## src/rtl/fetch_unit.sv

```systemverilog
// Instruction-fetch stage: reads memory at the PC, holds the word for decode
// behind a valid/ready handshake, and strobes the pc block to advance or redirect.
module fetch_unit #(
  parameter int unsigned P_ADDRESS_WIDTH = 16,
  parameter int unsigned P_DATA_WIDTH    = 16
) (
  input  logic                       I_CLOCK,
  input  logic                       I_RESET,
  input  logic [P_ADDRESS_WIDTH-1:0] I_PC_ADDRESS,
  output logic                       O_PC_ENABLE,
  output logic [P_ADDRESS_WIDTH-1:0] O_PC_ADDRESS,
  output logic                       O_PC_ADDRESS_SELECT,
  output logic                       O_PC_ADDRESS_SELECT_INCREMENT,
  output logic [P_ADDRESS_WIDTH-1:0] O_MEM_ADDRESS,
  output logic                       O_MEM_READ,
  input  logic [P_DATA_WIDTH-1:0]    I_MEM_DATA,
  output logic [P_DATA_WIDTH-1:0]    O_INSTRUCTION,
  output logic [P_ADDRESS_WIDTH-1:0] O_INSTRUCTION_ADDRESS,
  output logic                       O_VALID,
  input  logic                       I_READY,
  input  logic                       I_REDIRECT,
  input  logic [1:0]                 I_REDIRECT_MODE,
  input  logic [P_ADDRESS_WIDTH-1:0] I_REDIRECT_ADDRESS
);

  typedef enum logic [2:0] {
    ST_FETCH,
    ST_WAIT,
    ST_HOLD,
    ST_DEFER,
    ST_REDIRECT
  } state_e;

  state_e                     state_q, state_d;
  logic [P_ADDRESS_WIDTH-1:0] fetch_addr_q, fetch_addr_d;
  logic [P_ADDRESS_WIDTH-1:0] accepted_addr_q, accepted_addr_d;
  logic [P_ADDRESS_WIDTH-1:0] pc_addr_q, pc_addr_d;
  logic                       pc_en_q, pc_en_d;
  logic                       pc_sel_q, pc_sel_d;
  logic                       pc_inc_q, pc_inc_d;
  logic [P_DATA_WIDTH-1:0]    instr_q, instr_d;
  logic [P_ADDRESS_WIDTH-1:0] instr_addr_q, instr_addr_d;
  logic                       valid_q, valid_d;
  logic [P_ADDRESS_WIDTH-1:0] target;
  logic                       redirect_ok;

  always_comb begin
    state_d         = state_q;
    fetch_addr_d    = fetch_addr_q;
    accepted_addr_d = accepted_addr_q;
    pc_addr_d       = pc_addr_q;
    pc_en_d         = pc_en_q;
    pc_sel_d        = pc_sel_q;
    pc_inc_d        = pc_inc_q;
    instr_d         = instr_q;
    instr_addr_d    = instr_addr_q;
    valid_d         = valid_q;

    redirect_ok = I_REDIRECT &&
                  (state_q == ST_FETCH || state_q == ST_WAIT || state_q == ST_HOLD);

    unique case (I_REDIRECT_MODE)
      2'd1:    target = accepted_addr_q + I_REDIRECT_ADDRESS;
      default: target = I_REDIRECT_ADDRESS;
    endcase

    unique case (state_q)
      ST_FETCH: begin
        fetch_addr_d = I_PC_ADDRESS;
        state_d      = ST_WAIT;
      end
      ST_WAIT: begin
        // A redirect discards the returned word, so only load it otherwise.
        if (!redirect_ok) begin
          instr_d      = I_MEM_DATA;
          instr_addr_d = fetch_addr_q;
        end
        valid_d  = 1'b1;
        pc_en_d  = 1'b1;
        pc_sel_d = 1'b0;
        pc_inc_d = 1'b0;
        state_d  = ST_HOLD;
      end
      ST_HOLD: begin
        pc_en_d = 1'b0;
        if (valid_q && I_READY) begin
          valid_d         = 1'b0;
          accepted_addr_d = instr_addr_q;
          state_d         = ST_FETCH;
        end
      end
      ST_DEFER: begin
        pc_en_d = 1'b1;
        state_d = ST_REDIRECT;
      end
      ST_REDIRECT: begin
        pc_en_d  = 1'b0;
        pc_sel_d = 1'b0;
        pc_inc_d = 1'b0;
        state_d  = ST_FETCH;
      end
      default: state_d = ST_FETCH;
    endcase

    // Redirect overrides the per-state updates; while the increment strobe is
    // still high it is deferred one cycle so each pulse stays isolated.
    if (redirect_ok) begin
      pc_addr_d = target;
      pc_sel_d  = 1'b1;
      pc_inc_d  = (I_REDIRECT_MODE == 2'd2);
      valid_d   = 1'b0;
      if (pc_en_q) begin
        pc_en_d = 1'b0;
        state_d = ST_DEFER;
      end else begin
        pc_en_d = 1'b1;
        state_d = ST_REDIRECT;
      end
    end
  end

  always_ff @(posedge I_CLOCK) begin
    if (I_RESET) begin
      state_q         <= ST_FETCH;
      fetch_addr_q    <= '0;
      accepted_addr_q <= '0;
      pc_addr_q       <= '0;
      pc_en_q         <= 1'b0;
      pc_sel_q        <= 1'b0;
      pc_inc_q        <= 1'b0;
      instr_q         <= '0;
      instr_addr_q    <= '0;
      valid_q         <= 1'b0;
    end else begin
      state_q         <= state_d;
      fetch_addr_q    <= fetch_addr_d;
      accepted_addr_q <= accepted_addr_d;
      pc_addr_q       <= pc_addr_d;
      pc_en_q         <= pc_en_d;
      pc_sel_q        <= pc_sel_d;
      pc_inc_q        <= pc_inc_d;
      instr_q         <= instr_d;
      instr_addr_q    <= instr_addr_d;
      valid_q         <= valid_d;
    end
  end

  assign O_MEM_ADDRESS                 = I_PC_ADDRESS;
  assign O_MEM_READ                    = (state_q == ST_FETCH);
  assign O_PC_ENABLE                   = pc_en_q;
  assign O_PC_ADDRESS                  = pc_addr_q;
  assign O_PC_ADDRESS_SELECT           = pc_sel_q;
  assign O_PC_ADDRESS_SELECT_INCREMENT = pc_inc_q;
  assign O_INSTRUCTION                 = instr_q;
  assign O_INSTRUCTION_ADDRESS         = instr_addr_q;
  assign O_VALID                       = valid_q;

endmodule

```

## config.mk

```make
export PLATFORM = sky130hd
export DESIGN_NAME = fetch_unit
export DESIGN_NICKNAME = d
export VERILOG_FILES = /design/src/rtl/fetch_unit.sv
export SDC_FILE = /design/constraint.sdc
export NUM_CORES = 1
export LEC_CHECK = 0
export CAP_MARGIN = 30
export CELL_PAD_IN_SITES_DETAIL_PLACEMENT = 0
export CELL_PAD_IN_SITES_GLOBAL_PLACEMENT = 2
export CORE_UTILIZATION = 38
export DETAILED_ROUTE_END_ITERATION = 6
export DONT_BUFFER_PORTS = 1
export PLACE_DENSITY = 0.93
export SYNTH_ARGS = -nofsm -noshare
export SYNTH_HDL_FRONTEND = slang
export SYNTH_SLANG_ARGS = --single-unit
```

## constraint.sdc

```tcl
create_clock -name I_CLOCK -period 5.1 [get_ports I_CLOCK]
set_input_delay 1.02 -clock I_CLOCK [delete_from_list [all_inputs] [get_ports I_CLOCK]]
set_output_delay 1.02 -clock I_CLOCK [all_outputs]
set_load 0.02 [all_outputs]
```

-- Word-level counts from Yosys, hierarchy flattened
Index checks and enable logic that the tools add are counted.
- register bits: 87
- input port bits: 54
- output and inout port bits: 69
- word-level logic and storage cells: 48
- add/sub/neg operators: 1
- equality and inequality tests: 8
- multiplexer cells: 13
- bitwise logic cells: 1
- reductions and logical operators: 15
- operator list (cell ; number):
    $add A16 B16 Y16 ; 1
    $mux W16 ; 1
    $pmux W3 S4 ; 1
    $mux W3 ; 3
    $reduce_or A2 Y1 ; 4
    $eq A3 B2 Y1 const B ; 2
    $mux W1 ; 6
    $reduce_and A2 Y1 ; 3
    $pmux W1 S2 ; 2
    $reduce_bool A2 Y1 ; 2
    $eq A3 B1 Y1 const B ; 1
    $eq A3 B3 Y1 const B ; 1
    $logic_not A3 Y1 ; 1
    $ne A3 B2 Y1 const B ; 1
    $reduce_bool A3 Y1 ; 1
    $eq A2 B1 Y1 const B ; 1
    $eq A2 B2 Y1 const B ; 1
    $logic_and A1 B1 Y1 ; 2
    $logic_or A1 B1 Y1 ; 2
    $ne A2 B1 Y1 const B ; 1
    $not A1 Y1 ; 1

-- Depth between registers and ports, before layout
Gate-level depths: netlist (run 1).
- depth after elaboration: 6
- depth in mapped cells: 9
- mapped depth without buffers: 9

-- Least setup slack after synthesis (run 1)
No wires, ideal clock.
- kind: input -> register
- start: input port I_REDIRECT_ADDRESS[0]
- end: register pc_addr_q[14], in the netlist O_PC_ADDRESS[14]
- library setup time: 0.088 ns
- data arrival time: 2.683 ns
- required time: 5.012 ns
- path slack: 2.329 ns
- stages on the path: 9
- cells stage by stage: ha_1 fa_1 a21o_1 a21oi_2 o21ai_2 o211ai_2 o31ai_2 and4_4 o32ai_2
- longest elaborated chain between the ends: 2
- ends and longest elaborated chain (element ; line ; text):
    start: declaration ; 23 ; input logic [P_ADDRESS_WIDTH-1:0] I_REDIRECT_ADDRESS
    $add A16 B16 Y16 ; 63 ; 2'd1: target = accepted_addr_q + I_REDIRECT_ADDRESS;
    $mux W16 ; 62 ; unique case (I_REDIRECT_MODE)
    end signal: assignment ; 138 ; pc_addr_q <= pc_addr_d;
    end: declaration ; 37 ; logic [P_ADDRESS_WIDTH-1:0] pc_addr_q, pc_addr_d;
No other way between the ends.
A chain may end at the register's enable or synchronous reset.

-- Worst setup path after layout (run 1)
- start: register state_q[2]
- end: output port O_MEM_READ
- longest elaborated chain between the ends: 1
- ends and longest elaborated chain (element ; line ; text):
    start: declaration ; 34 ; state_e state_q, state_d;
    start signal: assignment ; 135 ; state_q <= state_d;
    $logic_not A3 Y1 ; 149 ; assign O_MEM_READ = (state_q == ST_FETCH);
    end: declaration ; 15 ; output logic O_MEM_READ,
No other way between the ends.

==> flow_metrics.env, run 1 <==
export IMPL_hp_start="fetch_addr_q[12]$_SDFFE_PP0P_"
export IMPL_clockBufferDepth=2
export IMPL_place_congestion=0.861
export IMPL_grt_overflow=0
export IMPL_timing_rr_start="state_q[2]$_SDFFE_PP0P_"
export IMPL_slowest_stage="or3_1"
export IMPL_synth_edf_count=0
export IMPL_path_clk_slew_ns=0.09
export IMPL_rows=37
export IMPL_dr_first_iter_drc_count=225
export IMPL_cts_root_buf="clkbuf_8"
export IMPL_place_inst=592
export IMPL_hold_slack_ns=0.454
export IMPL_reg2reg_slack_ns=2.76
export IMPL_ctsHoldBuffers=0
export IMPL_postLayoutCellArea_mm2=0.00432
export IMPL_power_per_cell_area_mw_per_mm2=346
export IMPL_post_route_drc_count=0
export IMPL_layout_cells_non_filler=608
export IMPL_fin_crit_ns=2.96
export IMPL_final_common_cell="nand2_1"
export IMPL_reg2reg_depth=5
export IMPL_fmax_ghz=0.338
export IMPL_ios=123
export IMPL_start_kind="register"
export IMPL_hold_path_class="reg -> reg"
export IMPL_endpoint="O_MEM_READ"
export IMPL_drt_wl_total_um=9730
export IMPL_dp_hpwl_um=6840
export IMPL_fin_setup_tns_ns=0
export IMPL_clock_skew_ns=0.0119
export IMPL_slew_headroom_pct=37.4
export IMPL_netlist_instances=499
export IMPL_final_cell_mix="nand2_1 (115), dfxtp_1 (87), a21oi_1 (70)"
export IMPL_crit_chain="or3_1 -> inv_2"
export IMPL_worstSetupStartpoint="state_q[2]$_SDFFE_PP0P_"
export IMPL_yosysSeqAreaShare_pct=42.4
export IMPL_cts_sinks=87
export IMPL_worstPathArrival_ns=1.94
export IMPL_htree_levels=3
export IMPL_grt_use_total_pct=17.9
export IMPL_cts_setup_buffers=0
export IMPL_place_area_mm2=0.00408
export IMPL_clk_latency_ns=0.36
export IMPL_initial_core_util_pct=39.5
export IMPL_vias=3294
export IMPL_numCtsBuffers=9
export IMPL_routedWlPerCell_um=16.0
export IMPL_synthFlopType="dfxtp_1"
export IMPL_chipHeight_um=106
export IMPL_rsz0062_at_grt="false"
export IMPL_cts_tree="built"
export IMPL_antenna_found_initial=0
export IMPL_min_period_over_period_pct=58.0
export IMPL_core_area_mm2=0.0104
export IMPL_max_stage_delay_ns=0.70
export IMPL_ys_ff_latch=87
export IMPL_status="finished clean"
export IMPL_power_w=0.00150
export IMPL_area_delta_synth_final_pct=5.14
export IMPL_grt_pass1_vias=3037
export IMPL_criticalPathCategory="reg -> out"
export IMPL_netlist_area_mm2=0.00411
export IMPL_power_leakage_nw=1.63
export IMPL_syn_num_nets=569
export IMPL_async_reset_ff_share_pct=0
export IMPL_finalSetupViolCount=0
export IMPL_via_per_inst=5.42
export IMPL_ir_worst_vdd_mv=0.139
export IMPL_dr_pass1_iters=5
export IMPL_worstSetupEndpointType="output port"
export IMPL_synth_distinct_cells=50
export IMPL_antennaDiodeCount=0
export IMPL_io_buffers=0
export IMPL_slew_violations=0
export IMPL_synth_avg_cell_area_um2=8.24
export IMPL_die_w_um=106
export IMPL_grt_first_pass_wirelength_um=15800
export IMPL_max_cap_viol_count=0
export IMPL_drtAntennaViolNets=0
export IMPL_r2r_end="O_PC_ADDRESS[14]$_SDFFE_PP0P_"
export IMPL_ys_warn_count=0
export IMPL_cts_resized=0
export IMPL_final_layout_size_suffix_gt1_share_pct=7.20
export IMPL_fillCellCount=1050
export IMPL_die_area_mm2=0.0112
export IMPL_num_nets_final=537
export IMPL_worstPathRequired_ns=4.08
export IMPL_tightest_slew_ns=0.938
export IMPL_grt_max_degree=82
export IMPL_worstPathMaxFanout=18
export IMPL_final_hold_viol_count=0
-- power by group --
group / total, W / leakage, nW / switching, W / internal, W
combinational: 0.000139 / 0.799 / 0.0000891 / 0.0000495
clock: 0.000588 / 0.122 / 0.000251 / 0.000337
sequential: 0.000771 / 0.710 / 0.0000546 / 0.000717
total: 0.00150 / 1.63 / 0.000395 / 0.00110
-- cell families (layout without fill, tap and decap cells) --
group | Yosys count | in the layout | synth area share, %
compound gates | 123 | 123 | 19.4
xor+xnor | 12 | 12 | 2.56
fa+ha+maj | 16 | 16 | 5.05
buf+inv | 57 | 30 | 7.24
flops | 87 | 87 | 42.4
mux | 17 | 17 | 4.14
simple gates | 187 | 187 | 19.3
-- metal layers --
metal / global-route usage [%] / part of all wire (%)
met3: 4.84 / 6.6
met1: 24.1 / 48
met5: 0 / 0
met4: 7.54 / 1.5
met2: 26.8 / 44
-- worst max-delay path, delay by kind of cell, from the launching register on --
kind	cells	cell delay (ns)
simple gates	1	0.70
flops	1	0.41
buf+inv	1	0.46
-- layout make-up --
cell class	instances	area, um^2	share of cell area [%]
Clock buffer	10	138	3.18
Sequential cell	87	1740	40.3
Inverter	10	37.5	0.868
Timing Repair Buffer	4	50.0	1.16
Clock inverter	6	108	2.49
Multi-Input combinational cell	355	2080	48.1
Tap cell	136	170	3.94
-- synth_stat cells (2+ instances only) --
library cell	n	share of area, %
nand2_1	115	10
dfxtp_1	87	42
a21oi_1	70	8.5
nor2_1	37	3.4
clkbuf_1	19	1.7
buf_4	17	3.1
mux2i_1	17	4.1
ha_1	15	4.6
buf_2	10	1.2
inv_1	9	0.82
xnor2_1	9	1.9
and3_1	8	1.2
nand3_1	8	0.97
o21ai_0	8	0.97
a311oi_1	7	1.5
a21o_1	5	0.91
o21bai_1	4	0.73
a31oi_1	3	0.46
nand3b_1	3	0.55
nand4_1	3	0.46
nor3_1	3	0.37
o211ai_2	3	0.91
o21ai_1	3	0.37
o22ai_1	3	0.46
or3_1	3	0.46
xor2_1	3	0.64
a211oi_1	2	0.37
nand2b_1	2	0.30
o211ai_1	2	0.37
-- worst min path at each step --
| stage | endpoint | slack [ns] | cells after the start |
|---|---|---|---|
| after global routing | O_INSTRUCTION_ADDRESS[2]$_SDFFE_PP0P_ | 0.47 | 2 |
| after global placement | O_INSTRUCTION_ADDRESS[12]$_SDFFE_PP0P_ | 0.43 | 2 |
| after CTS | O_INSTRUCTION_ADDRESS[4]$_SDFFE_PP0P_ | 0.45 | 2 |
| final | O_INSTRUCTION_ADDRESS[12]$_SDFFE_PP0P_ | 0.45 | 2 |
| after floorplan | O_INSTRUCTION_ADDRESS[0]$_SDFFE_PP0P_ | 0.43 | 2 |
| after detailed placement | O_INSTRUCTION_ADDRESS[2]$_SDFFE_PP0P_ | 0.44 | 2 |
-- state kept, by name (all words and copies together), names as in the netlist --
name and cells:
state_q 3, O_INSTRUCTION_ADDRESS 16, accepted_addr_q 16, fetch_addr_q 16, O_PC_ENABLE 1, O_PC_ADDRESS_SELECT_INCREMENT 1, O_PC_ADDRESS 16, O_VALID 1
O_PC_ADDRESS_SELECT 1, O_INSTRUCTION 16
-- per-stage QoR --
stage / setup WS, ns / utilization (%)
4_1_cts: 2.10 / 41.5
3_5_place_dp: 2.20 / 39.1
3_3_place_gp: 2.22 / 38.8
5_1_grt: 2.02 / 41.5
6_report: 2.14 / 41.5
2_1_floorplan: 2.33 / -
Note: power is estimated with default switching activity, not from simulation.
==> run 2: changes to the inputs <==
Settings changed: CORE_UTILIZATION 38 to 36, PLACE_DENSITY 0.93 to 0.89.
Clock period 5.1 ns to 3.1 ns, I/O delays scaled along.
==> flow_metrics.env, run 2 (synthesized netlist as in run 1, its figures left out) <==
export IMPL_status="finished clean"
export IMPL_max_cap_viol_count=0
export IMPL_routedWlPerCell_um=16.2
export IMPL_cts_resized=0
export IMPL_grtUsageMet1_pct=22.8
export IMPL_swShare_pct=26.2
export IMPL_multi_input_area_mm2=0.00208
export IMPL_final_layout_size_suffix_gt1_share_pct=6.54
export IMPL_worstPathArrival_ns=1.88
export IMPL_ios=123
export IMPL_slew_violations=0
export IMPL_cts_sinks=87
export IMPL_core_area_mm2=0.0110
export IMPL_crit_chain="or3_1 -> inv_2"
export IMPL_worstPathRequired_ns=2.48
export IMPL_busiest_layer="met2"
export IMPL_ir_worst_vdd_mv=0.248
export IMPL_fin_setup_tns_ns=0
export IMPL_drtAntennaViolNets=0
export IMPL_finalSetupViolCount=0
export IMPL_p_sw_w=0.000657
export IMPL_antennaDiodeCount=0
export IMPL_hold_slack_ns=0.350
export IMPL_path_clk_slew_ns=0.06
export IMPL_area_delta_synth_final_pct=5.78
export IMPL_rsz0062_at_grt="false"
export IMPL_drt_wl_total_um=9970
export IMPL_cts_setup_buffers=0
export IMPL_fmax_ghz=0.399
export IMPL_grt_overflow=0
export IMPL_reg2reg_slack_ns=0.88
export IMPL_power_leakage_nw=1.64
export IMPL_worstSetupEndpointType="output port"
export IMPL_clockPowerShare_pct=40.3
export IMPL_numCtsBuffers=9
export IMPL_met2_usage_pct=26.2
export IMPL_max_stage_delay_ns=0.68
export IMPL_clk_latency_ns=0.34
export IMPL_final_common_cell="nand2_1"
export IMPL_tightest_slew_ns=0.830
export IMPL_power_per_cell_area_mw_per_mm2=577
export IMPL_grt_pass1_vias=3024
export IMPL_die_area_mm2=0.0119
export IMPL_final_cell_mix="nand2_1 (115), dfxtp_1 (87), a21oi_1 (70)"
export IMPL_postLayoutCellArea_mm2=0.00435
export IMPL_final_hold_viol_count=0
export IMPL_dp_hpwl_um=6990
export IMPL_fin_crit_ns=2.50
export IMPL_min_period_over_period_pct=80.8
export IMPL_internal_power_w=0.00185
export IMPL_worstPathMaxFanout=18
export IMPL_place_ws_ns=0.587
export IMPL_globalRouteMet3Util_pct=4.78
export IMPL_via_per_inst=5.28
export IMPL_vias=3241
export IMPL_grt_use_total_pct=17.5
export IMPL_hold_path_class="in -> reg"
export IMPL_power_w=0.00251
export IMPL_rows=38
export IMPL_clock_skew_ns=0.00554
export IMPL_seq_power_share_pct=50.6
export IMPL_combPwrFrac_pct=9.0
export IMPL_dr_first_iter_drc_count=206
export IMPL_setup_ws_ns=0.596
export IMPL_start_kind="register"
export IMPL_antenna_found_initial=0
export IMPL_dr_pass1_iters=4
export IMPL_seqCellArea_mm2=0.00174
export IMPL_htree_levels=3
export IMPL_chipHeight_um=109
export IMPL_post_route_drc_count=0
export IMPL_initial_core_util_pct=37.4
export IMPL_ctsHoldBuffers=0
export IMPL_cts_root_buf="clkbuf_16"
export IMPL_crit_buf_inv=1
export IMPL_num_nets_final=539
export IMPL_place_congestion=0.864
export IMPL_grt_first_pass_wirelength_um=15700
export IMPL_die_w_um=109
export IMPL_critPathTopFamily="simple AND/OR/NAND/NOR gates"
export IMPL_slowest_stage="or3_1"
export IMPL_io_buffers=0
export IMPL_cts_tree="built"
export IMPL_grt_max_degree=82
export IMPL_criticalPathCategory="reg -> out"
export IMPL_fillCellCount=1119
export IMPL_place_area_mm2=0.00408
export IMPL_slew_headroom_pct=44.7
export IMPL_clockBufferDepth=2
==> run 2: cell types whose count changed in the layout (fill, tap and decap cells not counted), sizes merged <==
| cell | previous run | this run |
|---|---|---|
| clkinvlp | 1 | 0 |
| bufinv | 3 | 0 |
| clkinv | 2 | 0 |
| clkbuf | 10 | 16 |
| buf | 4 | 6 |
==> run 2: path summary, 6_finish.rpt <==
path                                                      start  depth (start not counted)                                      to
worst min register to register    fetch_addr_q[14]$_SDFFE_PP0P_                          2  O_INSTRUCTION_ADDRESS[14]$_SDFFE_PP0P_
worst max register to register  accepted_addr_q[0]$_SDFFE_PP0P_                          9           O_PC_ADDRESS[14]$_SDFFE_PP0P_
worst min-delay path                                    I_RESET                          1           O_INSTRUCTION[2]$_SDFFE_PP0P_
worst max-delay path                    state_q[0]$_SDFFE_PP0P_                          2                              O_MEM_READ
==> run 2: area by class of cell <==
class / instances / share of cell area (%)
timing repair buffer: 6 / 1.04
multi-input combinational: 355 / 47.8
clock buffer: 16 / 6.24
tap: 140 / 4.03
inverter: 10 / 0.863
sequential: 87 / 40.0
==> run 2: per-layer routing <==
layer  part of all wire (%)  wire length, um
met5                      0                0
met4                    2.0              202
met3                    6.0              599
met2                     45             4470
met1                     47             4690
==> run 2: power by group through the flow <==
| stage | registers (W) | logic, W | clock network, W |
|---|---|---|---|
| floorplan | 0.00127 | 0.000238 | 0 |
| global placement | 0.00129 | 0.000223 | 0 |
| detailed placement | 0.00130 | 0.000229 | 0 |
| CTS | 0.00127 | 0.000230 | 0.00105 |
| global route | 0.00128 | 0.000259 | 0.00108 |
| finish | 0.00127 | 0.000227 | 0.00101 |
==> run 2: metrics by stage <==
stage | utilization [%] | cells
2_1_floorplan | - | 499
3_3_place_gp | 37.1 | 598
3_5_place_dp | 37.1 | 598
4_1_cts | 39.6 | 614
5_1_grt | 39.6 | 614
6_report | 39.6 | 614
